## src/rtl/fpu_ss_pkg.sv

```systemverilog
// fpu_ss_pkg: shared types and helpers for the FPU subsystem hazard/commit logic.
package fpu_ss_pkg;

    typedef enum logic [1:0] {
        NONE      = 2'd0,
        COMMITTED = 2'd1,
        KILLED    = 2'd2
    } commit_state_e;

    // Select encodes 0 = regfile, p+1 = write-back port p.
    function automatic int fwd_sel_width(input int num_wb);
        return (num_wb < 1) ? 1 : $clog2(num_wb + 1);
    endfunction

endpackage

```

## src/rtl/fpu_ss_id_table.sv

```systemverilog
// fpu_ss_id_table: per-offload-ID commit/kill state with a combinational head lookup.
module fpu_ss_id_table
    import fpu_ss_pkg::*;
#(
    parameter int unsigned ID_WIDTH = 4
) (
    input  logic                clk,
    input  logic                rst_n,
    input  logic                flush,
    input  logic                commit_valid,
    input  logic [ID_WIDTH-1:0] commit_id,
    input  logic                commit_kill,
    input  logic                head_valid,
    input  logic [ID_WIDTH-1:0] head_id,
    input  logic                clear,
    output logic                head_commit_ok,
    output logic                head_kill
);

    localparam int unsigned DEPTH = 2 ** ID_WIDTH;

    commit_state_e table_q [DEPTH];
    commit_state_e head_state;
    logic          same_id;

    // The commit write comes last so it wins over a same-cycle clear of the same ID.
    always_ff @(posedge clk or negedge rst_n) begin
        if (!rst_n) begin
            for (int i = 0; i < int'(DEPTH); i++) table_q[i] <= NONE;
        end else if (flush) begin
            for (int i = 0; i < int'(DEPTH); i++) table_q[i] <= NONE;
        end else begin
            if (clear) table_q[head_id] <= NONE;
            if (commit_valid) table_q[commit_id] <= commit_kill ? KILLED : COMMITTED;
        end
    end

    assign head_state     = table_q[head_id];
    assign same_id        = commit_valid && (commit_id == head_id);
    assign head_commit_ok = head_valid && (head_state == COMMITTED || (same_id && !commit_kill));
    assign head_kill      = head_valid && (head_state == KILLED || (same_id && commit_kill));

endmodule

```

## src/rtl/fpu_ss_hazard_unit.sv

```systemverilog
// fpu_ss_hazard_unit: FP destination scoreboard, multi-port write-back forwarding,
// in-flight limiting and commit-gated issue for the FPU input-buffer head.
module fpu_ss_hazard_unit
    import fpu_ss_pkg::*;
#(
    parameter int unsigned  NUM_FPR      = 32,
    parameter int unsigned  ID_WIDTH     = 4,
    parameter int unsigned  NUM_WB       = 2,
    parameter int unsigned  MAX_INFLIGHT = 4,
    parameter bit           OUT_OF_ORDER = 1'b1,
    parameter bit           FORWARDING   = 1'b1,
    localparam int unsigned AW           = $clog2(NUM_FPR),
    localparam int unsigned FW           = fwd_sel_width(NUM_WB),
    localparam int unsigned CW           = $clog2(MAX_INFLIGHT + 1)
) (
    input  logic                   clk_i,
    input  logic                   rst_ni,
    input  logic                   flush_i,
    input  logic                   commit_valid_i,
    input  logic [ID_WIDTH-1:0]    commit_id_i,
    input  logic                   commit_kill_i,
    input  logic                   head_valid_i,
    input  logic [ID_WIDTH-1:0]    head_id_i,
    input  logic [3*AW-1:0]        rs_addr_i,
    input  logic [2:0]             rs_use_i,
    input  logic [AW-1:0]          rd_addr_i,
    input  logic                   rd_is_fp_i,
    input  logic                   dispatch_i,
    input  logic                   drop_i,
    input  logic [NUM_WB-1:0]      wb_valid_i,
    input  logic [NUM_WB-1:0]      wb_we_i,
    input  logic [NUM_WB*AW-1:0]   wb_addr_i,
    output logic                   dep_rs_o,
    output logic                   dep_rd_o,
    output logic [3*FW-1:0]        fwd_sel_o,
    output logic                   head_commit_ok_o,
    output logic                   head_kill_o,
    output logic                   inflight_full_o,
    output logic                   issue_ok_o,
    output logic [CW-1:0]          inflight_cnt_o
);

    localparam int LIMIT = OUT_OF_ORDER ? int'(MAX_INFLIGHT) : 1;

    logic [NUM_FPR-1:0] sb_q;
    logic [NUM_FPR-1:0] sb_set;
    logic [NUM_FPR-1:0] sb_clr;
    logic [3*FW-1:0]    fwd;
    logic               dep_rs;
    logic [CW-1:0]      cnt_q;
    int                 pending;
    int                 cnt_raw;
    int                 cnt_next;

    fpu_ss_id_table #(
        .ID_WIDTH(ID_WIDTH)
    ) u_id_table (
        .clk           (clk_i),
        .rst_n         (rst_ni),
        .flush         (flush_i),
        .commit_valid  (commit_valid_i),
        .commit_id     (commit_id_i),
        .commit_kill   (commit_kill_i),
        .head_valid    (head_valid_i),
        .head_id       (head_id_i),
        .clear         (dispatch_i | drop_i),
        .head_commit_ok(head_commit_ok_o),
        .head_kill     (head_kill_o)
    );

    always_comb begin
        sb_clr = '0;
        for (int p = 0; p < int'(NUM_WB); p++)
            if (wb_valid_i[p] && wb_we_i[p]) sb_clr[wb_addr_i[p*AW +: AW]] = 1'b1;
        sb_set = '0;
        if (dispatch_i && rd_is_fp_i) sb_set[rd_addr_i] = 1'b1;
    end

    // Ports are scanned high to low so the lowest matching port is written last.
    always_comb begin
        fwd    = '0;
        dep_rs = 1'b0;
        for (int k = 0; k < 3; k++) begin
            for (int p = int'(NUM_WB) - 1; p >= 0; p--)
                if (FORWARDING && rs_use_i[k] && wb_valid_i[p] && wb_we_i[p] &&
                    wb_addr_i[p*AW +: AW] == rs_addr_i[k*AW +: AW])
                    fwd[k*FW +: FW] = FW'(p + 1);
            if (rs_use_i[k] && sb_q[rs_addr_i[k*AW +: AW]] && fwd[k*FW +: FW] == '0)
                dep_rs = 1'b1;
        end
    end

    always_comb begin
        pending = int'(cnt_q);
        for (int p = 0; p < int'(NUM_WB); p++) pending = pending - int'(wb_valid_i[p]);
        cnt_raw  = pending + int'(dispatch_i);
        cnt_next = (cnt_raw < 0) ? 0 : ((cnt_raw > LIMIT) ? LIMIT : cnt_raw);
    end

    always_ff @(posedge clk_i or negedge rst_ni) begin
        if (!rst_ni) begin
            sb_q  <= '0;
            cnt_q <= '0;
        end else if (flush_i) begin
            sb_q  <= '0;
            cnt_q <= '0;
        end else begin
            sb_q  <= (sb_q & ~sb_clr) | sb_set;
            cnt_q <= CW'(cnt_next);
        end
    end

    // More retires than operations in flight means the dispatch bookkeeping is broken.
    always_ff @(posedge clk_i)
        if (rst_ni && !flush_i) assert (cnt_raw >= 0);

    assign fwd_sel_o       = fwd;
    assign dep_rs_o        = head_valid_i & dep_rs;
    assign dep_rd_o        = head_valid_i & rd_is_fp_i & sb_q[rd_addr_i] & ~sb_clr[rd_addr_i];
    assign inflight_full_o = pending >= LIMIT;
    assign inflight_cnt_o  = cnt_q;
    assign issue_ok_o      = head_valid_i & head_commit_ok_o & ~dep_rs_o & ~dep_rd_o & ~inflight_full_o;

endmodule

```

## config.mk

```make
export PLATFORM = sky130hd
export DESIGN_NAME = fpu_ss_hazard_unit
export DESIGN_NICKNAME = d
export VERILOG_FILES = /design/src/rtl/fpu_ss_pkg.sv /design/src/rtl/fpu_ss_id_table.sv /design/src/rtl/fpu_ss_hazard_unit.sv
export SDC_FILE = /design/constraint.sdc
export NUM_CORES = 1
export LEC_CHECK = 0
export CAP_MARGIN = 20
export CORE_ASPECT_RATIO = 1.2
export CORE_MARGIN = 1.5
export CORE_UTILIZATION = 25
export CTS_BUF_LIST = sky130_fd_sc_hd__clkbuf_4
export DETAILED_ROUTE_END_ITERATION = 7
export SLEW_MARGIN = 20
export SYNTH_ARGS = -nofsm -noshare
export SYNTH_HDL_FRONTEND = slang
export SYNTH_HIERARCHICAL = 1
export SYNTH_SLANG_ARGS = --single-unit
export TNS_END_PERCENT = 30
```

## constraint.sdc

```tcl
create_clock -name clk_i -period 5.6 [get_ports clk_i]
set_clock_uncertainty 0.2 [all_clocks]
set_input_delay 1.68 -clock clk_i [delete_from_list [all_inputs] [get_ports clk_i]]
set_output_delay 1.68 -clock clk_i [all_outputs]
set_load 0.03 [all_outputs]
```

# Word level (Yosys, flattened, before mapping)
# Index checks and enable logic that the tools add are counted.
# W data, S select, Z words.
# totals
in_bits	54
wordCells	155
ff_bits	67
# op_classes
n_lt_le_gt_ge	16
reduce_logical	43
bitwise_logic	21
eq_ne	9
n_mux	45
add_sub_neg	3
# op_table
op	count
$mux W32	8
$and A32 B32 Y32	2
$not A32 Y32	2
$or A32 B32 Y32	2
$logic_and A1 B1 Y1	37
$lt A5 B6 Y1 const B	6
$bwmux W32	1
$eq A5 B5 Y1	6
$bmux W1 S5	5
$mux W2	11
$demux W2 S4	2
$demux W1 S5	3
$ge A5 B1 Y1 const B	3
$mux W1	11
$ge A5 B5 Y1 const B	2
$lt A5 B1 Y1 const B	2
$not A4 Y5	2
$mux W3	3
$and A1 B1 Y1	8
$bmux W2 S4	1
$add A5 B2 Y6	1
$gt A6 B4 Y1 const B	1
$logic_not A2 Y1	3
$lt A6 B1 Y1 const B	1
10 further kinds	14

# Depth between registers and ports, before layout
# Gate-level depths: netlist of run 1.
# depth
ltp_word	15
mapped_depth	12
depth_no_buf	12

# By module
# The synthesis of run 1 kept the hierarchy.
# by_module_without_submodules
module	n_inst	area_per_inst_um2	cells_each	seq_area_each_um2
fpu_ss_hazard_unit	1	4235.3	459	875.8
fpu_ss_id_table	1	1831.8	198	800.8

# Worst setup path before layout of run 1
# OpenSTA, ideal clock, no wires.
# synth_timing
path_kind	input -> output
startpoint	in rs_addr_i[5]
endpoint	out issue_ok_o
path_slack_ps	-386
path_buffers	1
arrival_ps	4106
path_stages	7
t_required_ps	3720
cell_sequence	buf_2 -> xnor2_1 -> nand4_1 -> nor3_1 -> or4_4 -> nand3_4 -> nor4_2
# synth_via
elab_cells_between_ends	18
classes_between	2 x eq/ne; 6 x mux; 5 x bitwise; 5 x reduce/logical
# synth_rtl
item	line	source
start: declaration	fpu_ss_hazard_unit.sv:24	input logic [3*AW-1:0] rs_addr_i,
$eq A5 B5 Y1	fpu_ss_hazard_unit.sv:86	wb_addr_i[p*AW +: AW] == rs_addr_i[k*AW +: AW])
$logic_and A1 B1 Y1	fpu_ss_hazard_unit.sv:85	if (FORWARDING && rs_use_i[k] && wb_valid_i[p] && wb_we_i[p] &&
$mux W2	fpu_ss_hazard_unit.sv:85	
named net fwd_sel_o[2]	fpu_ss_hazard_unit.sv:35	output logic [3*FW-1:0] fwd_sel_o,
$logic_not A2 Y1	fpu_ss_hazard_unit.sv:88	if (rs_use_i[k] && sb_q[rs_addr_i[k*AW +: AW]] && fwd[k*FW +: FW] == '0)
$logic_and A1 B1 Y1	fpu_ss_hazard_unit.sv:88	
$mux W1 (2 in series)	fpu_ss_hazard_unit.sv:88	
$and A1 B1 Y1	fpu_ss_hazard_unit.sv:118	assign dep_rs_o = head_valid_i & dep_rs;
named net dep_rs_o	fpu_ss_hazard_unit.sv:33	output logic dep_rs_o,
$not A1 Y1	fpu_ss_hazard_unit.sv:122	assign issue_ok_o = head_valid_i & head_commit_ok_o & ~dep_rs_o & ~dep_rd_o & ~inflight_full_o;
$and A1 B1 Y1 (3 in series)	fpu_ss_hazard_unit.sv:122	
end: declaration	fpu_ss_hazard_unit.sv:39	output logic issue_ok_o,
# The timed path passes the listed nets, and every way through them passes these cells. The select of a mux whose other input is x is not followed.

# Worst setup path after layout of run 1
# layout_timing
startpoint	in wb_valid_i[1]
endpoint	out dep_rd_o
# layout_via
elab_chain_len	6
# layout_rtl
item	line	source
start: declaration	fpu_ss_hazard_unit.sv:30	input logic [NUM_WB-1:0] wb_valid_i,
$logic_and A1 B1 Y1	fpu_ss_hazard_unit.sv:74	if (wb_valid_i[p] && wb_we_i[p]) sb_clr[wb_addr_i[p*AW +: AW]] = 1'b1;
$mux W32	fpu_ss_hazard_unit.sv:74	
$bmux W1 S5	fpu_ss_hazard_unit.sv:119	assign dep_rd_o = head_valid_i & rd_is_fp_i & sb_q[rd_addr_i] & ~sb_clr[rd_addr_i];
$mux W1 (not written as such)	fpu_ss_hazard_unit.sv:119	
$not A1 Y1	fpu_ss_hazard_unit.sv:119	
$and A1 B1 Y1	fpu_ss_hazard_unit.sv:119	
end: declaration	fpu_ss_hazard_unit.sv:34	output logic dep_rd_o,
# Every way passes these cells. The select of a mux whose other input is x is not followed.

==> results of run 1 <==
## metal layers
layer	global-route usage (%)	share of wire (%)
met5	0	0
met2	28.69	47
met4	7.696	4.0
met1	21.31	42
met3	4.316	6.7
## power by group
| part | total, mW | switching [mW] | internal (mW) |
|---|---|---|---|
| sequential | 0.513 | 0.0175 | 0.495 |
| combinational | 0.478 | 0.252 | 0.227 |
| clock | 0.376 | 0.197 | 0.179 |
| total | 1.37 | 0.466 | 0.901 |
## cells in the mapped netlist, types with 4 or more instances
cell type	number	area [um^2]
mux2i_1	19	190.2
or3_1	4	25.02
nand3_1	22	110.1
a22oi_1	74	555.5
xnor2_1	21	183.9
and3_1	6	37.54
nor4_1	4	25.02
and4b_1	4	40.04
nand4_1	9	56.30
clkbuf_1	21	78.83
nor2b_1	6	37.54
a22o_1	5	43.79
buf_4	10	75.07
a211oi_1	4	30.03
nor2_1	93	349.1
o21ai_0	4	20.02
a221oi_1	4	35.03
a21oi_1	22	110.1
mux4_1	10	262.8
inv_1	11	41.29
o22ai_1	5	31.28
nor3b_1	9	67.56
buf_2	20	100.1
nand3b_1	9	67.56
o221ai_1	5	43.79
nor3_1	17	85.08
mux4_2	25	563.0
and2_1	6	37.54
nor3b_2	4	50.05
ha_1	5	62.56
dfrtp_1	67	1677
a31oi_1	6	37.54
and3b_1	9	78.83
nand2_1	38	142.6
xor2_1	19	166.4
## per-stage QoR
stage / cell area (um^2) / setup TNS, ns / instances / power (mW) / setup WS (ns)
2_1_floorplan: 6091 / 0 / 657 / 0.7783 / 0.05506
3_3_place_gp: 8024 / -1.983 / 1139 / 0.9751 / -0.7130
3_5_place_dp: 8024 / -1.940 / 1139 / 0.9788 / -0.6822
4_1_cts: 8268 / -0.9580 / 1155 / 1.365 / -0.4112
5_1_grt: 8562 / -0.5337 / 1173 / 1.445 / -0.2644
6_report: 8562 / -0.3810 / 1173 / 1.367 / -0.1908
## worst paths after layout
path	startpoint	endpoint	slack [ns]	cells past startpoint
worst min-delay path	u_id_table/table_q[5]	u_id_table/table_q[5]	0.34	2
worst max-delay path	wb_valid_i[1]	dep_rd_o	-0.19	9
min in group asynchronous	rst_ni	u_id_table/table_q[27]	1.12	1
worst max register to register	inflight_cnt_o[0]	inflight_cnt_o[2]	2.77	13
max in group asynchronous	rst_ni	sb_q[2]	3.15	2
worst min register to register	u_id_table/table_q[5]	u_id_table/table_q[5]	0.34	2
## timing repair
item	4_1_cts	5_1_grt
cloned	0	1
setup endpoints to repair	5	5
gates resized for setup	41	72
pin swaps	4	23
buffers inserted	0	21
## worst min-delay path: stages, from the launching register on
cell     delay (ns)
dfrtp_1        0.36
a22oi_1        0.07
nor2_1         0.08
## cells by family after synthesis
group / after synthesis / synth area share (%)
compound gates: 157 / 19.06
xor+xnor: 40 / 5.774
fa+ha+maj: 6 / 1.196
buf+inv: 69 / 5.692
flops: 67 / 27.63
mux: 57 / 17.30
simple gates: 261 / 23.35
## sequential cells by signal (all words and copies together), names as in the netlist
| name | count |
|---|---|
| sb_q | 32 |
| inflight_cnt_o | 3 |
| u_id_table/table_q | 32 |
## final cells by class
class,instances,area [um^2]
Timing Repair Buffer,236,2017
Sequential cell,67,1677
Clock inverter,7,92.59
Clock buffer,9,67.56
Tap cell,320,400.4
Multi-Input combinational cell,521,4259
Fill cell,2507,15330
Inverter,13,48.80
==> results_dict.tcl, run 1 <==
set metrics [dict create \
    status "complete, but fails checks" \
    failed_checks "negative setup slack" \
    grt_antenna_before_repair 0 \
    chipWidth_um 145.2 \
    critPathMaxStageDelay_ns 0.56 \
    syn-cell-area_um2 6067 \
    ant_nets 0 \
    p_leak_nw 3.632 \
    synthFlopType "dfrtp_1" \
    critPathMaxFanout 8 \
    fin_util_pct 35.83 \
    core-area_um2 23890 \
    rsz0062_at_grt "yes" \
    arrival_ns 3.91 \
    path_delay_family "simple AND/OR/NAND/NOR gates" \
    ios 69 \
    insertedDiodeCount 0 \
    area_delta_synth_final_pct 41.12 \
    cts_inserted_buffers 9 \
    nets 907 \
    slew_viol_final 0 \
    drive_above_1_share_pct 34.35 \
    hold_ws_ns 0.3360 \
    slew_headroom_pct 38.57 \
    ys_warn_count 6 \
    start_util_pct 25.39 \
    syn_area_per_cell_um2 9.235 \
    grt_pass1_vias 6132 \
    max_freq_ghz 0.1727 \
    cp-end-kind "primary output" \
    drv_cap 0 \
    timing_worst_setup_path_type "in -> out" \
    setup_violations 2 \
    seq_area_frac_synth_pct 27.63 \
    grt_usage_pct 17.35 \
    finalWorstSetupSlack_ns -0.1908 \
    slowest_stage "or4_4" \
    hold_viol 0 \
    cts_root_buf "clkbuf_4" \
    portBuffers 68 \
    post-route-period-util_pct 103.4 \
    cts_max_level 3 \
    gp_congestion 0.9744 \
    vias 6285 \
    synthCells 657 \
    clockBufferDepth 2 \
    fin_crit_ns 5.791 \
    clk_latency_ns 0.43 \
    worstMarginPinSlew_ns 0.9181 \
    mostFrequentLayoutCell "buf_4" \
    clk_pin_slew_ns 0.10 \
    power_density_nw_per_um2 159.7 \
    hp-class "reg -> reg" \
    vias_per_cell 5.358 \
    async_flop_share_pct 100.0 \
    synth_fp_nets 716 \
    dp_hpwl_um 16750 \
    critPathRequiredTime_ns 3.72 \
    die-height_um 173.7 \
    crit_buf_inv 4 \
    totalWireLength_um 22150 \
    cpMostUsedCell "buf_4" \
    path_cells "clkbuf_2 > nor4bb_2 > buf_4 > a22oi_2 > a2111oi_0 > or4_4 > nor4_4 > buf_4 > buf_12" \
    ir_drop_v 0.0001160 \
    placementRows 62 \
    drc 0 \
    clock_sinks 67 \
    grt_max_degree 68 \
    drt_iter0_markers 451 \
    cts_hold_buf 0 \
    final_cell_mix "buf_4, nor2_1, dfrtp_1" \
    routedWlPerCell_um 18.89 \
    die_area_um2 25220 \
    grt_first_pass_wirelength_um 34220 \
    drt_first_pass_iters 4 \
    cts_tree "done" \
    overflow 0 \
    synth-seq-cells 67 \
    crit_path_start_kind "input pin" \
    synth_edf_count 0 \
    yosysUniqueCellTypes 75 \
]
Power figures use the tool's default switching activity.
==> inputs of run 2 (changes only) <==
Settings changed: CORE_UTILIZATION 25 to 45, PLACE_DENSITY from default to 0.66.
==> results_dict.tcl, run 2 (synthesis gave the netlist of run 1 again) <==
set metrics [dict create \
    status "complete, but fails checks" \
    failed_checks "negative setup slack" \
    cts_tree "done" \
    hp-class "reg -> reg" \
    power_density_nw_per_um2 155.3 \
    vias 6715 \
    seqPwrFrac_pct 39.4 \
    chipWidth_um 109.0 \
    cp-end-kind "primary output" \
    clk_pin_slew_ns 0.12 \
    worstMarginPinSlew_ns 1.005 \
    drt_iter0_markers 631 \
    internal-power_mw 0.8150 \
    clock_power_share_pct 22.6 \
    drt_first_pass_iters 5 \
    clk_latency_ns 0.43 \
    path_delay_family "buffers and inverters" \
    fin_util_pct 63.50 \
    slew_viol_final 0 \
    slowest_stage "mux4_2" \
    hold_viol 0 \
    swShare_pct 37.28 \
    setup_tns_ns -0.4288 \
    slew_headroom_pct 32.73 \
    combPwrFrac_pct 38.0 \
    critPathRequiredTime_ns 3.72 \
    ios 69 \
    area_delta_synth_final_pct 37.95 \
    timing_worst_setup_path_type "in -> out" \
    setup_violations 3 \
    drc 0 \
    clock_sinks 67 \
    switching_power_mw 0.4845 \
    cts_hold_buf 0 \
    fin_area_um2 8369 \
    drive_above_1_share_pct 35.25 \
    dp_hpwl_um 17410 \
    max_freq_ghz 0.1727 \
    cts_root_buf "clkbuf_4" \
    grt_usage_pct 33.64 \
    vias_per_cell 6.583 \
    post-route-period-util_pct 103.4 \
    drv_cap 0 \
    dpl_cell_area_um2 7784 \
    gp_congestion 0.9989 \
    grt_antenna_before_repair 1 \
    grt_first_pass_wirelength_um 35690 \
    core-area_um2 13180 \
    ant_nets 0 \
    clockBufferDepth 2 \
    placementRows 46 \
    hold_ws_ns 0.3355 \
    finalWorstSetupSlack_ns -0.1900 \
    crit_path_start_kind "input pin" \
    p_leak_nw 3.585 \
    start_util_pct 46.03 \
    cts_max_level 3 \
    crit_buf_inv 3 \
    rrSetupSlack_ns 2.73 \
    critPathMaxStageDelay_ns 0.54 \
    arrival_ns 3.91 \
    stdcell_count 1020 \
    ir_drop_v 0.0001047 \
    critPathMaxFanout 10 \
    path_cells "clkdlybuf4s50_1 > buf_12 > mux4_2 > or3_1 > nand3b_1 > or4_4 > nand3_4 > nor4_4 > buf_4" \
    die-height_um 130.2 \
    final_cell_mix "buf_4, nor2_1, dfrtp_1" \
    cts_inserted_buffers 9 \
    fin_crit_ns 5.790 \
    totalWireLength_um 23590 \
    grt_max_degree 68 \
    overflow 0 \
    nets 905 \
    die_area_um2 14190 \
    dp_cells 980 \
    mostFrequentLayoutCell "buf_4" \
    rsz0062_at_grt "yes" \
    portBuffers 68 \
    grt_pass1_vias 6604 \
    routedWlPerCell_um 23.13 \
]
run 2: worst paths after layout:
kind	startpoint	end	cells past startpoint
max in group asynchronous	rst_ni	u_id_table/table_q[21]	2
min reg2reg	u_id_table/table_q[4]	u_id_table/table_q[4]	2
min	u_id_table/table_q[4]	u_id_table/table_q[4]	2
max	rs_addr_i[11]	issue_ok_o	9
max reg2reg	inflight_cnt_o[0]	inflight_cnt_o[2]	13
min in group asynchronous	rst_ni	sb_q[2]	1
run 2: layout make-up:
type / instances / area, um^2
Clock inverter: 7 / 51.30
Tap cell: 168 / 210.2
Fill cell: 1104 / 4811
Sequential cell: 67 / 1677
Inverter: 13 / 48.80
Timing Repair Buffer: 234 / 1991
Clock buffer: 9 / 67.56
Antenna cell: 1 / 2.502
Multi-Input combinational cell: 521 / 4322
run 2: timing repair:
item	in CTS	in global routing
pin swaps	17	25
resized for setup	90	68
endpoints found under the setup margin	5	5
setup buffers	12	12
gates cloned	1	1
run 2: layer usage:
metal	global-route usage, %	part of all wire (%)
met2	57.57	50
met1	36.52	35
met3	6.494	7.8
met4	25.62	7.8
met5	0	0
run 2: tightest hold or removal path, delay by kind of cell, from the launching register on:
family             cells  cell delay [ns]
and+or+nand+nor        1             0.09
DFF                    1             0.36
AOI/OAI and AO/OA      1             0.06
run 2: power by group through the flow:
stage	logic, mW	registers [mW]	clock network, mW
3_3_place_gp	0.443	0.519	0
5_1_grt	0.528	0.514	0.319
6_report	0.493	0.512	0.294
4_1_cts	0.473	0.512	0.303
3_5_place_dp	0.455	0.521	0
2_1_floorplan	0.250	0.528	0
run 2: per-stage QoR:
stage / total power, mW / worst slack [ns]
final: 1.299 / -0.1900
after global routing: 1.361 / -0.2849
after CTS: 1.288 / -0.2556
after detailed placement: 0.9755 / -0.5472
after global placement: 0.9629 / -0.6079
after floorplan: 0.7783 / 0.05506
